$ cat config.mk
export PLATFORM = sky130hd
export DESIGN_NAME = pht_write_scheduler_flat
export DESIGN_NICKNAME = d
export VERILOG_FILES = /design/src/rtl/pht_write_scheduler_if.sv /design/src/rtl/pht_write_scheduler.sv /design/src/flat_wrapper.sv
export SDC_FILE = /design/constraint.sdc
export NUM_CORES = 1
export LEC_CHECK = 0
export CAP_MARGIN = 30
export CORE_MARGIN = 2
export CORE_UTILIZATION = 43
export CTS_BUF_LIST = sky130_fd_sc_hd__clkbuf_16
export CTS_CLUSTER_DIAMETER = 30
export DETAILED_ROUTE_END_ITERATION = 6
export PLACE_DENSITY = 0.74
export SLEW_MARGIN = 20
export SYNTH_ARGS = -nofsm -noshare
export SYNTH_HDL_FRONTEND = slang
export SYNTH_SLANG_ARGS = --single-unit
$ cat constraint.sdc
create_clock -name clk -period 1.9 [get_ports clk]
set_input_delay 0.38 -clock clk [delete_from_list [all_inputs] [get_ports clk]]
set_output_delay 0.38 -clock clk [all_outputs]
set_load 0.02 [all_outputs]
$ cat src/rtl/pht_write_scheduler_if.sv
// Handshake and table-write bundle between decode/fetch and the PHT
// write scheduler.
interface pht_write_scheduler_if #(
    parameter int IWIDTH = 6,
    parameter int CWIDTH = 2
);
    logic              upd_valid;
    logic [IWIDTH-1:0] upd_index;
    logic [CWIDTH-1:0] upd_cnt;
    logic              upd_ready;

    logic              alloc_valid;
    logic [IWIDTH-1:0] alloc_index;
    logic [CWIDTH-1:0] alloc_cnt;
    logic              alloc_drop;

    logic              flush_req;
    logic              flush_done;
    logic              busy;

    logic              tbl_we;
    logic [IWIDTH-1:0] tbl_index;
    logic              tbl_valid;
    logic [CWIDTH-1:0] tbl_cnt;

    modport master (
        output upd_valid, upd_index, upd_cnt,
        output alloc_valid, alloc_index, alloc_cnt,
        output flush_req,
        input  upd_ready, alloc_drop, flush_done, busy,
        input  tbl_we, tbl_index, tbl_valid, tbl_cnt
    );

    modport slave (
        input  upd_valid, upd_index, upd_cnt,
        input  alloc_valid, alloc_index, alloc_cnt,
        input  flush_req,
        output upd_ready, alloc_drop, flush_done, busy,
        output tbl_we, tbl_index, tbl_valid, tbl_cnt
    );
endinterface

$ cat src/rtl/pht_write_scheduler.sv
// Arbitrates the single PHT write port between buffered branch updates,
// fetch-miss allocations and a whole-table invalidation sweep.
module pht_write_scheduler #(
    parameter int IWIDTH = 6,
    parameter int CWIDTH = 2
) (
    input  logic                 clk,
    input  logic                 reset,
    pht_write_scheduler_if.slave bus
);
    localparam int N = 2 ** IWIDTH;
    localparam logic [IWIDTH:0] LAST = (IWIDTH + 1)'(N - 1);

    typedef enum logic [1:0] {
        IDLE,
        SWEEP,
        DONE
    } state_t;

    state_t state;
    state_t state_nxt;

    logic [IWIDTH:0] sweep_cnt;
    logic [IWIDTH:0] sweep_nxt;

    logic [IWIDTH-1:0] fifo_index [2];
    logic [CWIDTH-1:0] fifo_cnt   [2];
    logic              rd_ptr;
    logic              wr_ptr;
    logic [1:0]        count;

    logic              idle;
    logic              empty;
    logic              push;
    logic              pop;
    logic              flush_go;
    logic              we;
    logic [IWIDTH-1:0] index;
    logic              valid;
    logic [CWIDTH-1:0] cnt;
    logic              done;

    always_comb begin
        idle     = (state == IDLE);
        empty    = (count == 2'd0);
        flush_go = idle && bus.flush_req;
        push     = bus.upd_valid && bus.upd_ready;
        pop      = idle && !bus.flush_req && !empty;
    end

    assign bus.upd_ready  = idle && (count < 2'd2) && !bus.flush_req;
    assign bus.alloc_drop = bus.alloc_valid
                          && !(idle && empty && !bus.flush_req);

    always_ff @(posedge clk or posedge reset) begin
        if (reset) begin
            state     <= IDLE;
            sweep_cnt <= '0;
        end else begin
            state     <= state_nxt;
            sweep_cnt <= sweep_nxt;
        end
    end

    always_comb begin
        state_nxt = state;
        sweep_nxt = sweep_cnt;
        we        = 1'b0;
        index     = '0;
        valid     = 1'b0;
        cnt       = '0;
        done      = 1'b0;
        unique case (state)
            IDLE: begin
                if (bus.flush_req) begin
                    state_nxt = SWEEP;
                    sweep_nxt = '0;
                end else if (!empty) begin
                    we    = 1'b1;
                    index = fifo_index[rd_ptr];
                    valid = 1'b1;
                    cnt   = fifo_cnt[rd_ptr];
                end else if (bus.alloc_valid) begin
                    we    = 1'b1;
                    index = bus.alloc_index;
                    valid = 1'b1;
                    cnt   = bus.alloc_cnt;
                end
            end
            SWEEP: begin
                we        = 1'b1;
                index     = sweep_cnt[IWIDTH-1:0];
                sweep_nxt = sweep_cnt + 1'b1;
                // Wider counter compared against N-1 so the exit never aliases.
                if (sweep_cnt == LAST) begin
                    state_nxt = DONE;
                end
            end
            DONE: begin
                done      = 1'b1;
                state_nxt = IDLE;
            end
            default: begin
                state_nxt = IDLE;
            end
        endcase
    end

    // Suppress writes while reset is held: the table must not see a stray alloc.
    assign bus.tbl_we     = we && !reset;
    assign bus.tbl_index  = index;
    assign bus.tbl_valid  = valid;
    assign bus.tbl_cnt    = cnt;
    assign bus.flush_done = done;
    assign bus.busy       = !idle;

    always_ff @(posedge clk or posedge reset) begin
        if (reset) begin
            count  <= 2'd0;
            rd_ptr <= 1'b0;
            wr_ptr <= 1'b0;
        end else if (flush_go) begin
            count  <= 2'd0;
            rd_ptr <= 1'b0;
            wr_ptr <= 1'b0;
        end else begin
            if (push) begin
                wr_ptr <= ~wr_ptr;
            end
            if (pop) begin
                rd_ptr <= ~rd_ptr;
            end
            count <= count + 2'(push) - 2'(pop);
        end
    end

    always_ff @(posedge clk) begin
        if (push) begin
            fifo_index[wr_ptr] <= bus.upd_index;
            fifo_cnt[wr_ptr]   <= bus.upd_cnt;
        end
    end
endmodule

$ cat src/flat_wrapper.sv
// flat-port wrapper written by rule: the top's interface ports become plain ports
module pht_write_scheduler_flat 
#(
    parameter int IWIDTH = 6,
    parameter int CWIDTH = 2
)
  (clk, reset, bus_upd_valid, bus_upd_index, bus_upd_cnt, bus_alloc_valid, bus_alloc_index, bus_alloc_cnt, bus_flush_req, bus_upd_ready, bus_alloc_drop, bus_flush_done, bus_busy, bus_tbl_we, bus_tbl_index, bus_tbl_valid, bus_tbl_cnt);
  pht_write_scheduler_if #(.IWIDTH(IWIDTH), .CWIDTH(CWIDTH)) bus_i ();
  input  logic clk;
  input  logic reset;
  input wire logic [$bits(bus_i.upd_valid)-1:0] bus_upd_valid;
  input wire logic [$bits(bus_i.upd_index)-1:0] bus_upd_index;
  input wire logic [$bits(bus_i.upd_cnt)-1:0] bus_upd_cnt;
  input wire logic [$bits(bus_i.alloc_valid)-1:0] bus_alloc_valid;
  input wire logic [$bits(bus_i.alloc_index)-1:0] bus_alloc_index;
  input wire logic [$bits(bus_i.alloc_cnt)-1:0] bus_alloc_cnt;
  input wire logic [$bits(bus_i.flush_req)-1:0] bus_flush_req;
  output wire logic [$bits(bus_i.upd_ready)-1:0] bus_upd_ready;
  output wire logic [$bits(bus_i.alloc_drop)-1:0] bus_alloc_drop;
  output wire logic [$bits(bus_i.flush_done)-1:0] bus_flush_done;
  output wire logic [$bits(bus_i.busy)-1:0] bus_busy;
  output wire logic [$bits(bus_i.tbl_we)-1:0] bus_tbl_we;
  output wire logic [$bits(bus_i.tbl_index)-1:0] bus_tbl_index;
  output wire logic [$bits(bus_i.tbl_valid)-1:0] bus_tbl_valid;
  output wire logic [$bits(bus_i.tbl_cnt)-1:0] bus_tbl_cnt;
  assign bus_i.upd_valid = bus_upd_valid;
  assign bus_i.upd_index = bus_upd_index;
  assign bus_i.upd_cnt = bus_upd_cnt;
  assign bus_i.alloc_valid = bus_alloc_valid;
  assign bus_i.alloc_index = bus_alloc_index;
  assign bus_i.alloc_cnt = bus_alloc_cnt;
  assign bus_i.flush_req = bus_flush_req;
  assign bus_upd_ready = bus_i.upd_ready;
  assign bus_alloc_drop = bus_i.alloc_drop;
  assign bus_flush_done = bus_i.flush_done;
  assign bus_busy = bus_i.busy;
  assign bus_tbl_we = bus_i.tbl_we;
  assign bus_tbl_index = bus_i.tbl_index;
  assign bus_tbl_valid = bus_i.tbl_valid;
  assign bus_tbl_cnt = bus_i.tbl_cnt;
  pht_write_scheduler #(.IWIDTH(IWIDTH), .CWIDTH(CWIDTH)) u_core (.clk(clk), .reset(reset), .bus(bus_i));
endmodule
Word-level counts from Yosys, hierarchy flattened
Memory sizes are Yosys's and may differ from the RTL's.
Index checks and enable logic that the tools add are counted.

word-level totals
  flip-flop bits (word level) = 13
  RAM bits = 16
  input bits = 21
  output and inout bits = 14
  logic and storage cells = 66
  memories = 2

operators by class
  $add $sub $neg = 3
  magnitude comparators = 1
  eq/ne operators = 5
  mux-type cells = 26
  bitwise logic cells = 2
  reductions and logical operators = 22

memory list
  name               depth  width  rd ports  clocked after memory_dff  wr ports  line                       RTL
  u_core.fifo_index  2      6      1         0                         1         pht_write_scheduler.sv:26  logic [IWIDTH-1:0] fifo_index [2];
  u_core.fifo_cnt    2      2      1         0                         1         pht_write_scheduler.sv:27  logic [CWIDTH-1:0] fifo_cnt [2];

operators by type and width
  operator                                                               number
  6-bit two-way mux                                                      3
  2-bit two-way mux                                                      7
  7-bit one-hot mux with 2 select lines                                  1
  6-bit one-hot mux with 2 select lines                                  1
  1-bit two-way mux                                                      11
  1-bit logical AND                                                      10
  7-bit by 1-bit adder with 7-bit output, second input constant          1
  7-bit by 6-bit equality test with 1-bit output, second input constant  1
  7-bit two-way mux                                                      1
  2-bit nonzero test                                                     3
  1-bit zero test                                                        5
  2-bit zero test                                                        2
  2-bit one-hot mux with 2 select lines                                  1
  2-bit AND reduction                                                    2
  2-bit by 1-bit adder with 2-bit output                                 1
  2-bit by 1-bit equality test with 1-bit output, second input constant  1
  2-bit equality test, second input constant                             1
  2-bit less-than comparator, second input constant                      1
  2-bit by 1-bit != test with 1-bit output, second input constant        1
  2-bit != test, second input constant                                   1
  1-bit inverter                                                         2
  1-bit one-hot mux with 2 select lines                                  1
  2-bit by 1-bit subtractor with 2-bit output                            1

Depth between registers and ports, before layout
Gate-level depths: netlist of the first run.

  depth in word-level cells = 7
  mapped depth = 10
  gate-level depth less buffers = 9

Worst setup path after synthesis of the first run
No wires, ideal clock.

  kind = register to register
  from = register u_core.state[0]
  to = register u_core.count[1]
  library setup time = 0.126 ns
  data arrival time = 1.955 ns
  data required time = 1.774 ns
  slack = -0.181 ns
  cell stages (with the launch flop) = 11
  path buffers = 1
  period minus slack after synthesis = 2.081 ns
  cell sequence = dfrtp_1 > or3_1 > buf_2 > or2_4 > inv_2 > ha_1 > inv_1 > ha_1 > xor2_1 > and2_1 > nor3_1

between the ends
  word-level cells in the longest chain between the ends = 7
  elaborated cells on any way between the ends = 10
  classes of those cells = 2 x add/sub; 1 x mux; 7 x reduce/logical

RTL lines
  what                                         line                        RTL
  start: declaration                           pht_write_scheduler.sv:20   state_t state;
  start signal: assignment                     pht_write_scheduler.sv:60   state <= state_nxt;
  2-bit zero test *                            pht_write_scheduler.sv:44   idle = (state == IDLE);
  1-bit logical AND (2 in a row)               pht_write_scheduler.sv:51   assign bus.upd_ready = idle && (count < 2'd2) && !bus.flush_req;
  1-bit logical AND                            pht_write_scheduler.sv:47   push = bus.upd_valid && bus.upd_ready;
  2-bit by 1-bit adder with 2-bit output       pht_write_scheduler.sv:133  count <= count + 2'(push) - 2'(pop);
  2-bit by 1-bit subtractor with 2-bit output  pht_write_scheduler.sv:133
  2-bit two-way mux *                          pht_write_scheduler.sv:122  end else if (flush_go) begin
  end signal: assignment                       pht_write_scheduler.sv:133
  end: declaration                             pht_write_scheduler.sv:30   logic [1:0] count;

Mark *: on every way between the ends. The rest lies on a longest branch, timed or not.
A chain may end at the register's enable or synchronous reset.

Final worst setup path of the first run
  from = register u_core.state[1]
  to = output port bus_tbl_we

between the ends
  word-level cells in the longest chain between the ends = 3
  elaborated cells on any way between the ends = 4
  classes of those cells = 1 x eq/ne; 1 x mux; 2 x reduce/logical

RTL lines
  what                                                                                      line                        RTL
  2-bit by 1-bit equality test with 1-bit output / 2-bit zero test (equally long branches)  pht_write_scheduler.sv:73   unique case (state)
  1-bit one-hot mux with 2 select lines *                                                   pht_write_scheduler.sv:73
  1-bit logical AND *                                                                       pht_write_scheduler.sv:110  assign bus.tbl_we = we && !reset;
  end: declaration                                                                          flat_wrapper.sv:22          output wire logic [$bits(bus_i.tbl_we)-1:0] bus_tbl_we;

Marked as above.

==> results of run 1 <==
[routing by layer]
layer,vias up,global-route usage (%),share of wire [%]
met4,0,8.61,1.0
li1,576,-,-
met1,581,22.9,43
met5,-,0,0
met3,4,5.98,3.6
met2,27,31.7,52
[Yosys cell counts, drive strengths merged]
| library cell | n |
|---|---|
| clkbuf | 3 |
| nor3b | 1 |
| mux2i | 9 |
| or2 | 2 |
| nand2b | 1 |
| a221o | 5 |
| a22o | 3 |
| o21ai | 4 |
| a211oi | 1 |
| o21bai | 1 |
| nand3 | 2 |
| edfxtp | 16 |
| o31a | 1 |
| nor3 | 6 |
| or3b | 1 |
| and3 | 3 |
| nand3b | 2 |
| nor4 | 1 |
| nand4 | 2 |
| nor2 | 6 |
| or4 | 1 |
| o2bb2ai | 2 |
| buf | 3 |
| nor2b | 2 |
| or3 | 2 |
| dfrtp | 13 |
| a21bo | 1 |
| and2 | 3 |
| ha | 3 |
| mux2 | 2 |
| nand2 | 6 |
| xor2 | 1 |
| o211ai | 2 |
| a21oi | 6 |
| inv | 7 |
[worst max-delay path, cell delays in order (launching register included)]
cell,delay (ns)
dfrtp_1,0.39
or3_4,0.42
or2_4,0.28
a211oi_2,0.19
buf_4,0.17
[flip-flops by register name, summed over array words and instances (netlist names)]
| signal | cells |
|---|---|
| u_core.fifo_index | 12 |
| u_core.sweep_cnt | 7 |
| u_core.state | 2 |
| u_core.count | 2 |
| u_core.wr_ptr | 1 |
| u_core.fifo_cnt | 4 |
| u_core.rd_ptr | 1 |
[what timing repair did]
action | in CTS | in global routing
pin swaps | 9 | 4
resized for setup | 71 | 6
setup buffers | 2 | 1
setup endpoints to repair | 16 | 14
[power breakdown]
part | switching (uW) | internal, uW | leakage, uW
clock network | 254 | 606 | 0.0000826
registers | 135 | 783 | 0.000307
logic | 508 | 562 | 0.000533
total | 898 | 1950 | 0.000922
[final cells by class]
cell class	count	share of cell area, %
flip-flops and latches	29	36.3
multi-input cells	82	30.0
repair buffers	54	22.5
clock buffers	5	5.64
well taps	46	2.59
clock inverters	3	1.69
inverters	7	1.18
[logic make-up (layout without fill, tap and decap cells)]
family,count (synthesis),count (layout),synth area share [%]
compound gates,26,26,13.6
simple gates,41,41,16.6
xor+xnor,1,1,0.601
flops,29,29,55.3
mux,11,11,7.73
fa+ha+maj,3,3,2.58
buf+inv,13,69,3.69
[how the worst max path moves through the flow]
stage / from / end / slack, ns / depth (start not counted)
5_1_grt: u_core.state[1]$_DFFE_PP0P_ / bus_tbl_we / -0.27 / 4
3_3_place_gp: bus_flush_req / bus_tbl_index[4] / -0.91 / 6
3_5_place_dp: bus_flush_req / bus_tbl_index[4] / -0.93 / 6
4_1_cts: u_core.state[1]$_DFFE_PP0P_ / bus_tbl_we / -0.25 / 4
2_1_floorplan: u_core.state[0]$_DFFE_PP0P_ / u_core.count[1]$_DFF_PP0_ / -0.12 / 10
6_report: u_core.state[1]$_DFFE_PP0P_ / bus_tbl_we / -0.20 / 4
[stage by stage]
stage	area [um2]	worst slack [ns]
5_1_grt	2220	-0.269
3_5_place_dp	2020	-0.934
6_report	2220	-0.204
4_1_cts	2200	-0.245
2_1_floorplan	1500	-0.121
3_3_place_gp	2020	-0.915
==> results.py, run 1 <==
metrics = {
    "status": {
        "status": "complete, but fails checks",
        "violations": "negative setup slack",
    },
    "timing": {
        "fin_skew_ns": 0.00514,
        "finalWorstSetupSlack_ns": -0.204,
        "finalHoldViolations": 0,
        "fin_crit_sh_pct": 111,
        "finalSetupViolations": 11,
        "rsz0062_at_grt": "yes",
        "max_freq_mhz": 475,
        "period_needed_ns": 2.10,
        "tns_ns": -1.72,
        "hold_slack_ns": 0.482,
        "slew_violations": 0,
        "worst_slew_pin_slew_ns": 0.535,
        "max-slew-margin-rel_pct": 64.3,
    },
    "power_and_ir_drop": {
        "power_density_nw_per_um2": 1280,
        "p_leak_uw": 0.000922,
        "vdd_ir_drop_max_uv": 622,
        "finalPower_uw": 2850,
    },
    "layout": {
        "diodes": 0,
        "final_nets": 203,
        "regArea_um2": 806,
        "finalNonFillerCells": 226,
        "multi_input_area_um2": 667,
        "n_fill_cell": 267,
        "mostFrequentLayoutCell": "buf_4",
        "layout_common_cells": "buf_4, clkdlybuf4s50_1, edfxtp_1",
        "post-route-util_pct": 67.6,
        "drive_above_1_share_pct": 32.2,
        "area_delta_synth_final_pct": 52.3,
    },
    "critical_path": {
        "path_class": "register to output port",
        "worstSetupEndpointType": "output port",
        "r2r_end": "u_core.count[1]$_DFF_PP0_",
        "arrival_ns": 1.72,
        "reg2reg_depth": 9,
        "r2r_setup_slack_ns": -0.10,
        "worst-path-max-fanout": 5,
        "cp.required_ns": 1.52,
        "crit_path_start_kind": "register",
        "r2r-start": "u_core.state[1]$_DFFE_PP0P_",
    },
    "place": {
        "io_buffers": 34,
        "place.gp.congestion": 0.754,
        "dp.cells": 215,
        "place_hpwl_mm": 2.44,
    },
    "yosys": {
        "ys_seq_area_share_pct": 55.3,
        "yosys_warnings": 0,
        "yosys.area.top_type": "edfxtp_1",
        "synth_top_area_share_pct": 33.0,
        "synth_cells": 124,
        "synth_area_leaders": "edfxtp_1, dfrtp_1, mux2i_1",
        "ys_ff_latch": 29,
        "syn_nets": 148,
        "ys_types": 39,
        "syn-cell-area_um2": 1460,
        "synth.avg_cell_area_um2": 11.8,
    },
    "clock_network": {
        "clk_latency_ns": 0.27,
        "cts-hold-fix-buffers": 0,
        "cts_tree": "done",
        "cts_sinks": 29,
        "cts_made_buffers": 5,
        "root_buffer": "clkbuf_16",
        "clk_pin_slew_worst_paths_ns": 0.05,
        "clock_path_buffers": 2,
        "cts-htree-levels": 2,
    },
    "hold_path": {
        "hold_path_class": "register to register",
        "worstHoldStart": "u_core.sweep_cnt[6]$_DFFE_PP0P_",
        "min_delay_worst_endpoint": "u_core.state[1]$_DFFE_PP0P_",
        "min_path_cells": 1,
    },
    "floorplanning": {
        "die_h_um": 62.2,
        "ios": 35,
        "coreArea_um2": 3280,
        "start_util_pct": 44.4,
        "dieArea_um2": 3870,
        "rows": 21,
        "die_x_um": 62.2,
    },
    "flow_run": {
        "maxCapViolations": 0,
    },
    "drt": {
        "drt_drc_violations_left": 0,
        "routed_wl_mm": 3.48,
        "drt_iter0_drc": 47,
        "ant_nets": 0,
        "dr.pass1.iters": 4,
        "vias": 1188,
        "vias_per_cell": 5.26,
        "post_drt_wl_per_cell_um": 15.4,
    },
    "global_route": {
        "grt_first_pass_wirelength_mm": 5.71,
        "track_usage_pct": 19.1,
        "overflow": 0,
        "antenna_found_initial": 0,
        "grt_max_degree": 14,
        "grt_pass1_vias": 1241,
    },
}
(Power assumes the default switching activity.)
==> inputs of run 2 (changes only) <==
Settings changed: CORE_UTILIZATION 43 to 44, PLACE_DENSITY 0.74 to 0.75.
==> run 2 against run 1 <==
  * The run still ends with negative setup slack left
  * Flip-flop and latch count unchanged
  * Final cell count increased by 0.44%
  * Power increased by 1.8%
  * Utilization increased by 6.2 points
  * Critical path type unchanged
  * Highest routed layer unchanged
==> results.py, run 2 (synthesized netlist as in run 1, its figures left out) <==
metrics = {
    "layout": {
        "final_nets": 206,
        "layout_common_cells": "buf_4, clkdlybuf4s50_1, edfxtp_1",
        "multi_input_area_um2": 708,
        "reg_top3": "u_core.fifo_index (12), u_core.sweep_cnt (7), u_core.fifo_cnt (4)",
        "largest_reg_flops": 12,
        "diodes": 0,
        "regMostFlops": "u_core.fifo_index",
        "drive_above_1_share_pct": 37.2,
        "n_fill_cell": 227,
        "area_delta_synth_final_pct": 57.0,
        "regArea_um2": 806,
        "finalNonFillerCells": 227,
        "mostFrequentLayoutCell": "buf_4",
    },
    "flow_run": {
        "maxCapViolations": 0,
    },
    "critical_path": {
        "cp.buffers_inverters": 2,
        "worst-path-max-fanout": 7,
        "cpMaxStageDelayCell": "or3_4",
        "arrival_ns": 1.80,
        "crit_path_start_kind": "register",
        "crit_chain": "or3_4, buf_4, nor3_1, a221o_1, buf_6",
        "slowest_delay_ns": 0.40,
        "cp.required_ns": 1.52,
        "path_class": "register to output port",
        "crit_family": "simple AND/OR/NAND/NOR gates",
        "worstSetupEndpointType": "output port",
    },
    "global_route": {
        "antenna_found_initial": 0,
        "overflow": 0,
        "track_usage_pct": 22.4,
        "grt_pass1_vias": 1245,
        "grt_max_degree": 14,
        "grt_first_pass_wirelength_mm": 5.91,
    },
    "clock_network": {
        "clk_pin_slew_worst_paths_ns": 0.05,
        "clk_latency_ns": 0.28,
        "cts-htree-levels": 2,
        "cts_sinks": 29,
        "root_buffer": "clkbuf_16",
        "clock_path_buffers": 2,
        "cts_tree": "done",
        "cts_made_buffers": 5,
        "cts-hold-fix-buffers": 0,
    },
    "drt": {
        "routed_wl_mm": 4.05,
        "drt_drc_violations_left": 0,
        "dr.pass1.iters": 4,
        "ant_nets": 0,
        "vias": 1287,
        "vias_per_cell": 5.67,
        "post_drt_wl_per_cell_um": 17.8,
        "drt_iter0_drc": 60,
    },
    "power_and_ir_drop": {
        "vdd_ir_drop_max_uv": 682,
        "power_density_nw_per_um2": 1270,
        "p_leak_uw": 0.000955,
    },
    "status": {
        "status": "complete, but fails checks",
        "violations": "negative setup slack",
    },
    "timing": {
        "worst_slew_pin_slew_ns": 0.551,
        "fin_skew_ns": 0.00681,
        "period_needed_ns": 2.18,
        "rsz0062_at_grt": "yes",
        "fin_crit_sh_pct": 115,
        "tns_ns": -1.76,
        "max_freq_mhz": 458,
        "finalWorstSetupSlack_ns": -0.283,
        "finalHoldViolations": 0,
        "slew_violations": 0,
        "finalSetupViolations": 11,
        "max-slew-margin-rel_pct": 63.2,
    },
    "floorplanning": {
        "die_h_um": 61.6,
        "die_x_um": 61.6,
        "start_util_pct": 47.0,
        "ios": 35,
        "rows": 20,
        "coreArea_um2": 3100,
        "dieArea_um2": 3790,
    },
    "place": {
        "place.gp.congestion": 0.790,
        "dp.cells": 218,
        "dp_slack_ns": -0.906,
        "io_buffers": 34,
        "place_hpwl_mm": 2.74,
    },
    "hold_path": {
        "hold_path_class": "register to register",
    },
}
run 2: changes by cell type in the layout (fill, tap and decap cells not counted), sizes merged:
cell | previous run | this run
clkbuf | 5 | 7
bufinv | 1 | 0
clkinvlp | 0 | 1
inv | 8 | 7
clkinv | 1 | 2
dlygate4sd2 | 2 | 1
buf | 33 | 35
run 2: per-layer routing:
| layer | global-route usage, % | share of wire (%) | up-vias |
|---|---|---|---|
| met5 | 0 | 0 | - |
| met4 | 9.73 | 3.1 | 0 |
| met3 | 7.14 | 5.0 | 17 |
| met2 | 38.2 | 54 | 49 |
| met1 | 25.9 | 37 | 635 |
| li1 | - | - | 586 |
run 2: path summary, 6_finish.rpt:
check / slack, ns / cells past startpoint / end / from
hold reg to reg: 0.51 / 1 / u_core.state[1]$_DFFE_PP0P_ / u_core.sweep_cnt[6]$_DFFE_PP0P_
hold / removal: 0.51 / 1 / u_core.state[1]$_DFFE_PP0P_ / u_core.sweep_cnt[6]$_DFFE_PP0P_
min in group asynchronous: 0.53 / 2 / u_core.rd_ptr$_DFFE_PP0P_ / reset
setup reg to reg: -0.06 / 9 / u_core.count[1]$_DFF_PP0_ / u_core.state[0]$_DFFE_PP0P_
max in group asynchronous: 1.00 / 2 / u_core.wr_ptr$_DFFE_PP0P_ / reset
setup / recovery: -0.28 / 5 / bus_tbl_index[3] / u_core.state[0]$_DFFE_PP0P_
run 2: layout make-up:
| class | instances | share of cell area, % |
|---|---|---|
| clock inverter | 3 | 0.765 |
| tap | 44 | 2.41 |
| clock buffer | 5 | 5.47 |
| sequential | 29 | 35.2 |
| inverter | 7 | 1.15 |
| multi-input combinational | 82 | 30.9 |
| timing repair buffer | 57 | 24.1 |
run 2: power breakdown:
part / switching (uW) / total, uW / internal (uW)
Sequential: 145 / 927 / 783
Combinational: 583 / 1220 / 640
Clock: 272 / 750 / 478
Total: 1000 / 2900 / 1900
run 2: what timing repair did:
item,4_1_cts,5_1_grt
resized for setup,79,16
pin swaps,10,6
endpoints found under the setup margin,16,30
buffers inserted,2,0
run 2: per-stage QoR:
step	total power (uW)	utilization [%]	hold WS, ns	area [um2]
finish	2900	73.8	0.507	2290
floorplan	1510	-	0.257	1500
detailed placement	2030	66.3	0.480	2060
CTS	2830	72.0	0.487	2230
global route	3030	73.8	0.539	2290
global placement	1980	66.3	0.469	2060
==> inputs of run 3 (changes only) <==
Settings changed: RECOVER_POWER set to 100.
==> run 3 against run 2 <==
  * The run still ends with negative setup slack left
  * Critical path depth unchanged
  * Power fell by 0.79%
  * Clock skew fell by 0.00063 ns
  * Largest power group unchanged
==> results.py, run 3 (synthesized netlist as in run 1, its figures left out) <==
metrics = {
    "layout": {
        "final_nets": 206,
        "drive_above_1_share_pct": 35.5,
        "mostFrequentLayoutCell": "buf_4",
        "layout_common_cells": "buf_4, edfxtp_1, dfrtp_1",
        "post-route-util_pct": 72.7,
        "reg_top3": "u_core.fifo_index (12), u_core.sweep_cnt (7), u_core.fifo_cnt (4)",
        "largest_reg_flops": 12,
        "diodes": 0,
        "area_delta_synth_final_pct": 54.7,
        "regMostFlops": "u_core.fifo_index",
    },
    "clock_network": {
        "cts-htree-levels": 2,
        "clk_pin_slew_worst_paths_ns": 0.05,
        "root_buffer": "clkbuf_16",
        "clk_latency_ns": 0.28,
        "cts-hold-fix-buffers": 0,
        "clock_path_buffers": 2,
        "cts_sinks": 29,
        "cts_made_buffers": 5,
        "cts_tree": "done",
    },
    "floorplanning": {
        "ios": 35,
        "rows": 20,
        "start_util_pct": 47.0,
        "dieArea_um2": 3790,
        "die_h_um": 61.6,
        "die_x_um": 61.6,
        "coreArea_um2": 3100,
    },
    "hold_path": {
        "hold_path_class": "register to register",
    },
    "global_route": {
        "grt_use_met2_pct": 38.2,
        "gr-usage-met1_pct": 25.9,
        "use_met3_pct": 7.14,
        "grt_pass1_vias": 1245,
        "grt_first_pass_wirelength_mm": 5.91,
        "antenna_found_initial": 0,
        "track_usage_pct": 22.4,
        "overflow": 0,
        "grt_max_degree": 14,
        "busiest_layer": "met2",
    },
    "critical_path": {
        "crit_path_start_kind": "register",
        "worst-path-max-fanout": 7,
        "cp.required_ns": 1.52,
        "arrival_ns": 1.80,
        "path_class": "register to output port",
        "worstSetupEndpointType": "output port",
    },
    "place": {
        "dp_slack_ns": -0.906,
        "place_hpwl_mm": 2.74,
        "place.gp.congestion": 0.790,
        "io_buffers": 34,
    },
    "timing": {
        "hold_slack_ns": 0.510,
        "slew_violations": 0,
        "period_needed_ns": 2.18,
        "tns_ns": -1.79,
        "max-slew-margin-rel_pct": 61.0,
        "fin_skew_ns": 0.00617,
        "finalSetupViolations": 12,
        "finalWorstSetupSlack_ns": -0.283,
        "rsz0062_at_grt": "yes",
        "fin_crit_sh_pct": 115,
        "worst_slew_pin_slew_ns": 0.585,
        "finalHoldViolations": 0,
        "max_freq_mhz": 458,
    },
    "power_and_ir_drop": {
        "vdd_ir_drop_max_uv": 680,
        "finalPower_uw": 2880,
        "p_leak_uw": 0.000942,
        "power_density_nw_per_um2": 1280,
    },
    "status": {
        "violations": "negative setup slack",
        "status": "complete, but fails checks",
    },
    "drt": {
        "ant_nets": 0,
        "vias_per_cell": 5.64,
        "vias": 1281,
        "post_drt_wl_per_cell_um": 17.9,
        "drt_drc_violations_left": 0,
        "dr.pass1.iters": 4,
        "drt_iter0_drc": 78,
        "routed_wl_mm": 4.07,
    },
    "flow_run": {
        "maxCapViolations": 0,
    },
}
==> run 3: worst max-delay path, cell delays in order, from the launching register on <==
cell     delay, ns
dfrtp_1       0.38
or3_4         0.42
buf_4         0.20
nor3_1        0.24
a221o_1       0.17
buf_6         0.12
==> run 3: final cells by class <==
cell class / count / area [um2]
inverters: 7 / 26.3
clock inverters: 3 / 17.5
multi-input cells: 82 / 699
fillers: 236 / 848
well taps: 44 / 55.1
flip-flops and latches: 29 / 806
repair buffers: 57 / 526
clock buffers: 5 / 125
==> run 3: final timing paths <==
check                                                   to  cells after the start                       startpoint  slack [ns]
max in group asynchronous        u_core.wr_ptr$_DFFE_PP0P_                      2                            reset        0.85
setup / recovery                          bus_tbl_index[3]                      5      u_core.state[1]$_DFFE_PP0P_       -0.28
min in group asynchronous  u_core.sweep_cnt[1]$_DFFE_PP0P_                      2                            reset        0.67
hold / removal                 u_core.state[1]$_DFFE_PP0P_                      1  u_core.sweep_cnt[6]$_DFFE_PP0P_        0.51
setup reg to reg                 u_core.count[1]$_DFF_PP0_                      9      u_core.state[1]$_DFFE_PP0P_       -0.06
hold reg to reg                u_core.state[1]$_DFFE_PP0P_                      1  u_core.sweep_cnt[6]$_DFFE_PP0P_        0.51
==> run 3: metrics by stage <==
step / instances / cell area [um2]
after global placement: 218 / 2060
after floorplan: 124 / 1500
after detailed placement: 218 / 2060
after CTS: 227 / 2230
final: 227 / 2250
after global routing: 227 / 2250
==> run 3: routing by layer <==
layer  wire length, um  vias to the layer above  part of all wire, %
met5                 0                        -                    0
li1                  -                      587                    -
met2              2230                       51                   55
met3               213                       17                  5.2
met4               124                        0                  3.0
met1              1500                      626                   37
==> run 3: power breakdown <==
part	internal [uW]	leakage, uW	total [uW]	switching, uW
logic	624	0.000565	1200	581
clock network	478	0.0000696	750	272
registers	783	0.000307	924	140
total	1880	0.000942	2880	994
==> run 3: what timing repair did <==
item                                    CTS  global route
endpoints found under the setup margin   16            30
setup buffers                             2             0
hold endpoints to repair                  0             0
pin swaps                                10             6
resized for setup                        79            16
==> RTL edit 1 (flow settings as in run 2) <==
`CWIDTH` is set to 2 in 3 places; all go to 4.
--- a/src/rtl/pht_write_scheduler_if.sv
+++ b/src/rtl/pht_write_scheduler_if.sv
@@ -2,7 +2,7 @@
 // write scheduler.
 interface pht_write_scheduler_if #(
     parameter int IWIDTH = 6,
-    parameter int CWIDTH = 2
+    parameter int CWIDTH = 4
 );
     logic              upd_valid;
     logic [IWIDTH-1:0] upd_index;
--- a/src/rtl/pht_write_scheduler.sv
+++ b/src/rtl/pht_write_scheduler.sv
@@ -2,7 +2,7 @@
 // fetch-miss allocations and a whole-table invalidation sweep.
 module pht_write_scheduler #(
     parameter int IWIDTH = 6,
-    parameter int CWIDTH = 2
+    parameter int CWIDTH = 4
 ) (
     input  logic                 clk,
     input  logic                 reset,
--- a/src/flat_wrapper.sv
+++ b/src/flat_wrapper.sv
@@ -2,7 +2,7 @@
 module pht_write_scheduler_flat 
 #(
     parameter int IWIDTH = 6,
-    parameter int CWIDTH = 2
+    parameter int CWIDTH = 4
 )
   (clk, reset, bus_upd_valid, bus_upd_index, bus_upd_cnt, bus_alloc_valid, bus_alloc_index, bus_alloc_cnt, bus_flush_req, bus_upd_ready, bus_alloc_drop, bus_flush_done, bus_busy, bus_tbl_we, bus_tbl_index, bus_tbl_valid, bus_tbl_cnt);
   pht_write_scheduler_if #(.IWIDTH(IWIDTH), .CWIDTH(CWIDTH)) bus_i ();
Ports: changed (resized bus_alloc_cnt, bus_tbl_cnt and bus_upd_cnt); port bits go from 35 to 41. The function was not compared with the original's and may differ.
==> RTL edit 1 against run 2 <==
The run still ends with setup timing left. Sequential cell count up 4. Area after synthesis rose by 11%. Clock skew is 0.0034 ns lower. Total power rose by 12%. Wire length increased by 11%. First-iteration DRC count grew 130%. Maximum frequency down 2.4%. Worst setup slack worse by 0.053 ns. Sequential power grew 13%. Design area is 11% higher. Highest routed layer unchanged.
==> RTL edit 1: results (changes against run 2) <==
metric,value,unit,change
Final Wtd Congestion,0.8871,,+12%
first-pass GRT wire length,6.679,mm,+13%
DP HPWL,2.918,mm,+6.7%
all-layer global routing usage,0.2184,,-0.005873
critical path peak fanout,4,,-3
met3 WL,230,um,+13%
failing checks,setup timing,,
Synth Area in Adders,0.02313,,-0.002621
net count after synthesis,159,,+7.4%
Die ar.,4190,sq um,+11%
placed instance count,236,,+8.3%
P_comb,1.43,mW,+17%
layout cells sized above 1,0.3824,,+0.01077
internal power,2.056,mW,+8.1%
PnR worst setup slack,-0.3358,ns,-0.05268 ns
drt wl/cell,17.91,um,+0.42%
top flop regs,"u_core.fifo_index x12, u_core.fifo_cnt x8, u_core.sweep_cnt x7",,
Final Non-Filler Cells,252,,+11%
Setup-failing EPs final,13,,+2
Post-DP Area,2240,sq um,+8.9%
Iter 0 DRT Violations,137,,+130%
Synth cell types,40,,+2.6%
mux share of post-synthesis cell area,0.06862,,-0.008633
met2 usage,0.3814,,-0.0005116
register area share after synthesis,0.5705,,+0.01776
hold_ws,0.5106,ns,+0.003361 ns
met2 WL,2.366,mm,+7.5%
Pleak,1.020,nW,+6.9%
number of global-route vias before repair,1394,,+12%
status,"complete, but fails checks",,
Max IR drop VDD,0.7692,mV,+13%
GRT met1 Usage,0.2472,,-0.01165
DR vias/cell,5.548,,-2.2%
Synth Area in Compound Gates,0.1457,,+0.01010
xor and xnor area share after synthesis,0.01079,,+0.004786
==> RTL edit 1: cell count changes in the layout (fill, tap and decap cells not counted), sizes merged, moves of 3 or more <==
cell / before / now
edfxtp: 16 / 20
a221o: 5 / 0
clkdlybuf4s50: 19 / 22
o21ai: 4 / 10
a32oi: 0 / 6
buf: 35 / 41
==> RTL edit 1: repair_timing <==
item,CTS,global route
resized for setup,79,31
hold buffers,0,0
gates cloned,0,2
pin swaps,4,10
setup endpoints to repair,18,17
setup buffers,0,6
==> RTL edit 1: layout make-up <==
type                       instances  area (sq um)
fill                             258          1062
inverter                           6         22.52
sequential                        33         925.9
clock buffer                       5         125.1
tap                               48         60.06
clock inverter                     3         17.52
timing repair buffer              68         616.8
multi-input combinational         89         775.7
==> RTL edit 1: path summary, 6_finish.rpt <==
kind / from / cells past startpoint / slack (ns) / to
max in group asynchronous: reset / 2 / 1.02 / u_core.sweep_cnt[1]
min: u_core.sweep_cnt[6] / 1 / 0.51 / u_core.state[1]
min reg2reg: u_core.sweep_cnt[6] / 1 / 0.51 / u_core.state[1]
max reg2reg: u_core.state[1] / 11 / -0.22 / u_core.count[1]
min in group asynchronous: reset / 2 / 0.52 / u_core.sweep_cnt[3]
max: u_core.state[1] / 4 / -0.34 / bus_tbl_cnt[3]
==> RTL edit 1: critical path: stages (launching register included) <==
cell and delay (ns):
dfrtp_1 0.44, or4b_4 0.58, nor3_4 0.27, o2bb2ai_2 0.15
buf_6 0.14
==> RTL edit 1: per-stage QoR <==
stage	setup slack, ns	power, mW	utilization
floorplan	-0.0001206	1.724	-
global route	-0.3734	3.419	0.7054
global placement	-0.9166	2.239	0.6211
finish	-0.3358	3.260	0.7054
detailed placement	-0.9278	2.277	0.6211
CTS	-0.3318	3.081	0.6634
==> RTL edit 2 (settings of run 2) <==
Without the edit above. Reset style: synchronous (`reset`), changed in 2 clocked blocks.
--- a/src/rtl/pht_write_scheduler.sv
+++ b/src/rtl/pht_write_scheduler.sv
@@ -52,7 +52,7 @@
     assign bus.alloc_drop = bus.alloc_valid
                           && !(idle && empty && !bus.flush_req);
 
-    always_ff @(posedge clk or posedge reset) begin
+    always_ff @(posedge clk) begin
         if (reset) begin
             state     <= IDLE;
             sweep_cnt <= '0;
@@ -114,7 +114,7 @@
     assign bus.flush_done = done;
     assign bus.busy       = !idle;
 
-    always_ff @(posedge clk or posedge reset) begin
+    always_ff @(posedge clk) begin
         if (reset) begin
             count  <= 2'd0;
             rd_ptr <= 1'b0;
Formal check against the unedited RTL: differs if reset is asserted again (counterexample within 4 cycles, from zero or initial values and one cycle with reset high); with reset held inactive, the same outputs for 10 cycles.
==> RTL edit 2 against run 2 <==
The run still ends with setup timing left. Worst setup slack improved by 0.13 ns. Sequential cell count rose by 1. Design area rose by 1.2%. Critical endpoint is now bus_tbl_index[2]. Wire length fell by 5.9%. Core utilization rose by 0.89 points. Area after synthesis rose by 0.52%.
Power is not compared: it rests on default switching activity, and its combinational part moved more than twofold at a synthesized area within 25%.
==> RTL edit 2: results (changes against run 2) <==
metric,value,unit,change
hold_sp,u_core.sweep_cnt[6],,
top area cells in the synthesized netlist,"edfxtp_1 (33%), dfxtp_1 (19%), mux2i_1 (6.8%)",,
hold_ws,0.4930,ns,-0.01426 ns
status,"complete, but fails checks",,
placed instance count,236,,+8.3%
top post-synthesis cells by count,"edfxtp_1 (16), dfxtp_1 (14), nor2_1 (11)",,
Post-DP Area,2049,sq um,-0.36%
GRT met1 Usage,0.2573,,-0.001513
layout cells sized above 1,0.3202,,-0.05139
Worst EP arrival,1.68,ns,-0.12 ns
r2r setup slk,-0.02,ns,+0.04 ns
met2 usage,0.4045,,+0.02256
Fin Setup TNS,-0.7388,ns,+1.020 ns
Max-slew headroom,0.7082,,+0.07590
critical path peak fanout,4,,-3
Final Wtd Congestion,0.8420,,+6.5%
PnR worst setup slack,-0.1578,ns,+0.1253 ns
Post-synth ARST share,0,,-0.4483
DP HPWL,2.551,mm,-6.7%
first-pass GRT wire length,6.051,mm,+2.3%
pin count of the biggest net entering global routing,12,,-2
grt met3 use,0.04348,,-0.02795
net count after synthesis,165,,+11%
Synth cell types,36,,-7.7%
hold path cells,2,,+1
met2 WL,2.061,mm,-6.3%
failing checks,setup timing,,
Synth Area per Inst,10.39,sq um,-12%
RR Startpoint,u_core.state[0],,
fin nets,226,,+9.7%
wl on met1,1.451,mm,-4.4%
Setup-failing EPs final,9,,-2
met3 WL,257,um,+27%
Hold Crit Endpoint,u_core.sweep_cnt[6],,
total power,1.739,mW,
all-layer global routing usage,0.2243,,about the same
end of the worst register-to-register path,u_core.count[1],,
Setup Skew,0.003809,ns,-0.002997 ns
register area share after synthesis,0.5192,,-0.03358
number of global-route vias before repair,1302,,+4.6%
[RTL edit 2: what timing repair did]
action,CTS,global route
gates cloned,0,0
setup buffers,4,1
hold buffers,0,0
endpoints found under the setup margin,15,13
pin swaps,1,6
resized for setup,68,16
[RTL edit 2: layout make-up]
| cell class | count | area, sq um |
|---|---|---|
| Fill cell | 219 | 787.0 |
| Sequential cell | 30 | 769.5 |
| Multi-Input combinational cell | 96 | 750.7 |
| Timing Repair Buffer | 61 | 569.3 |
| Clock buffer | 5 | 125.1 |
| Tap cell | 44 | 55.05 |
| Inverter | 8 | 30.03 |
| Clock inverter | 3 | 16.27 |
[RTL edit 2: kinds of logic (layout without fill, tap and decap cells)]
logic type	after synthesis	count (layout)	synth area share
simple gates	53	53	0.2015
flops	30	30	0.5192
compound gates	28	28	0.1324
buf+inv	15	77	0.04099
mux	10	10	0.06832
fa+ha+maj	3	3	0.02562
xor+xnor	2	2	0.01196
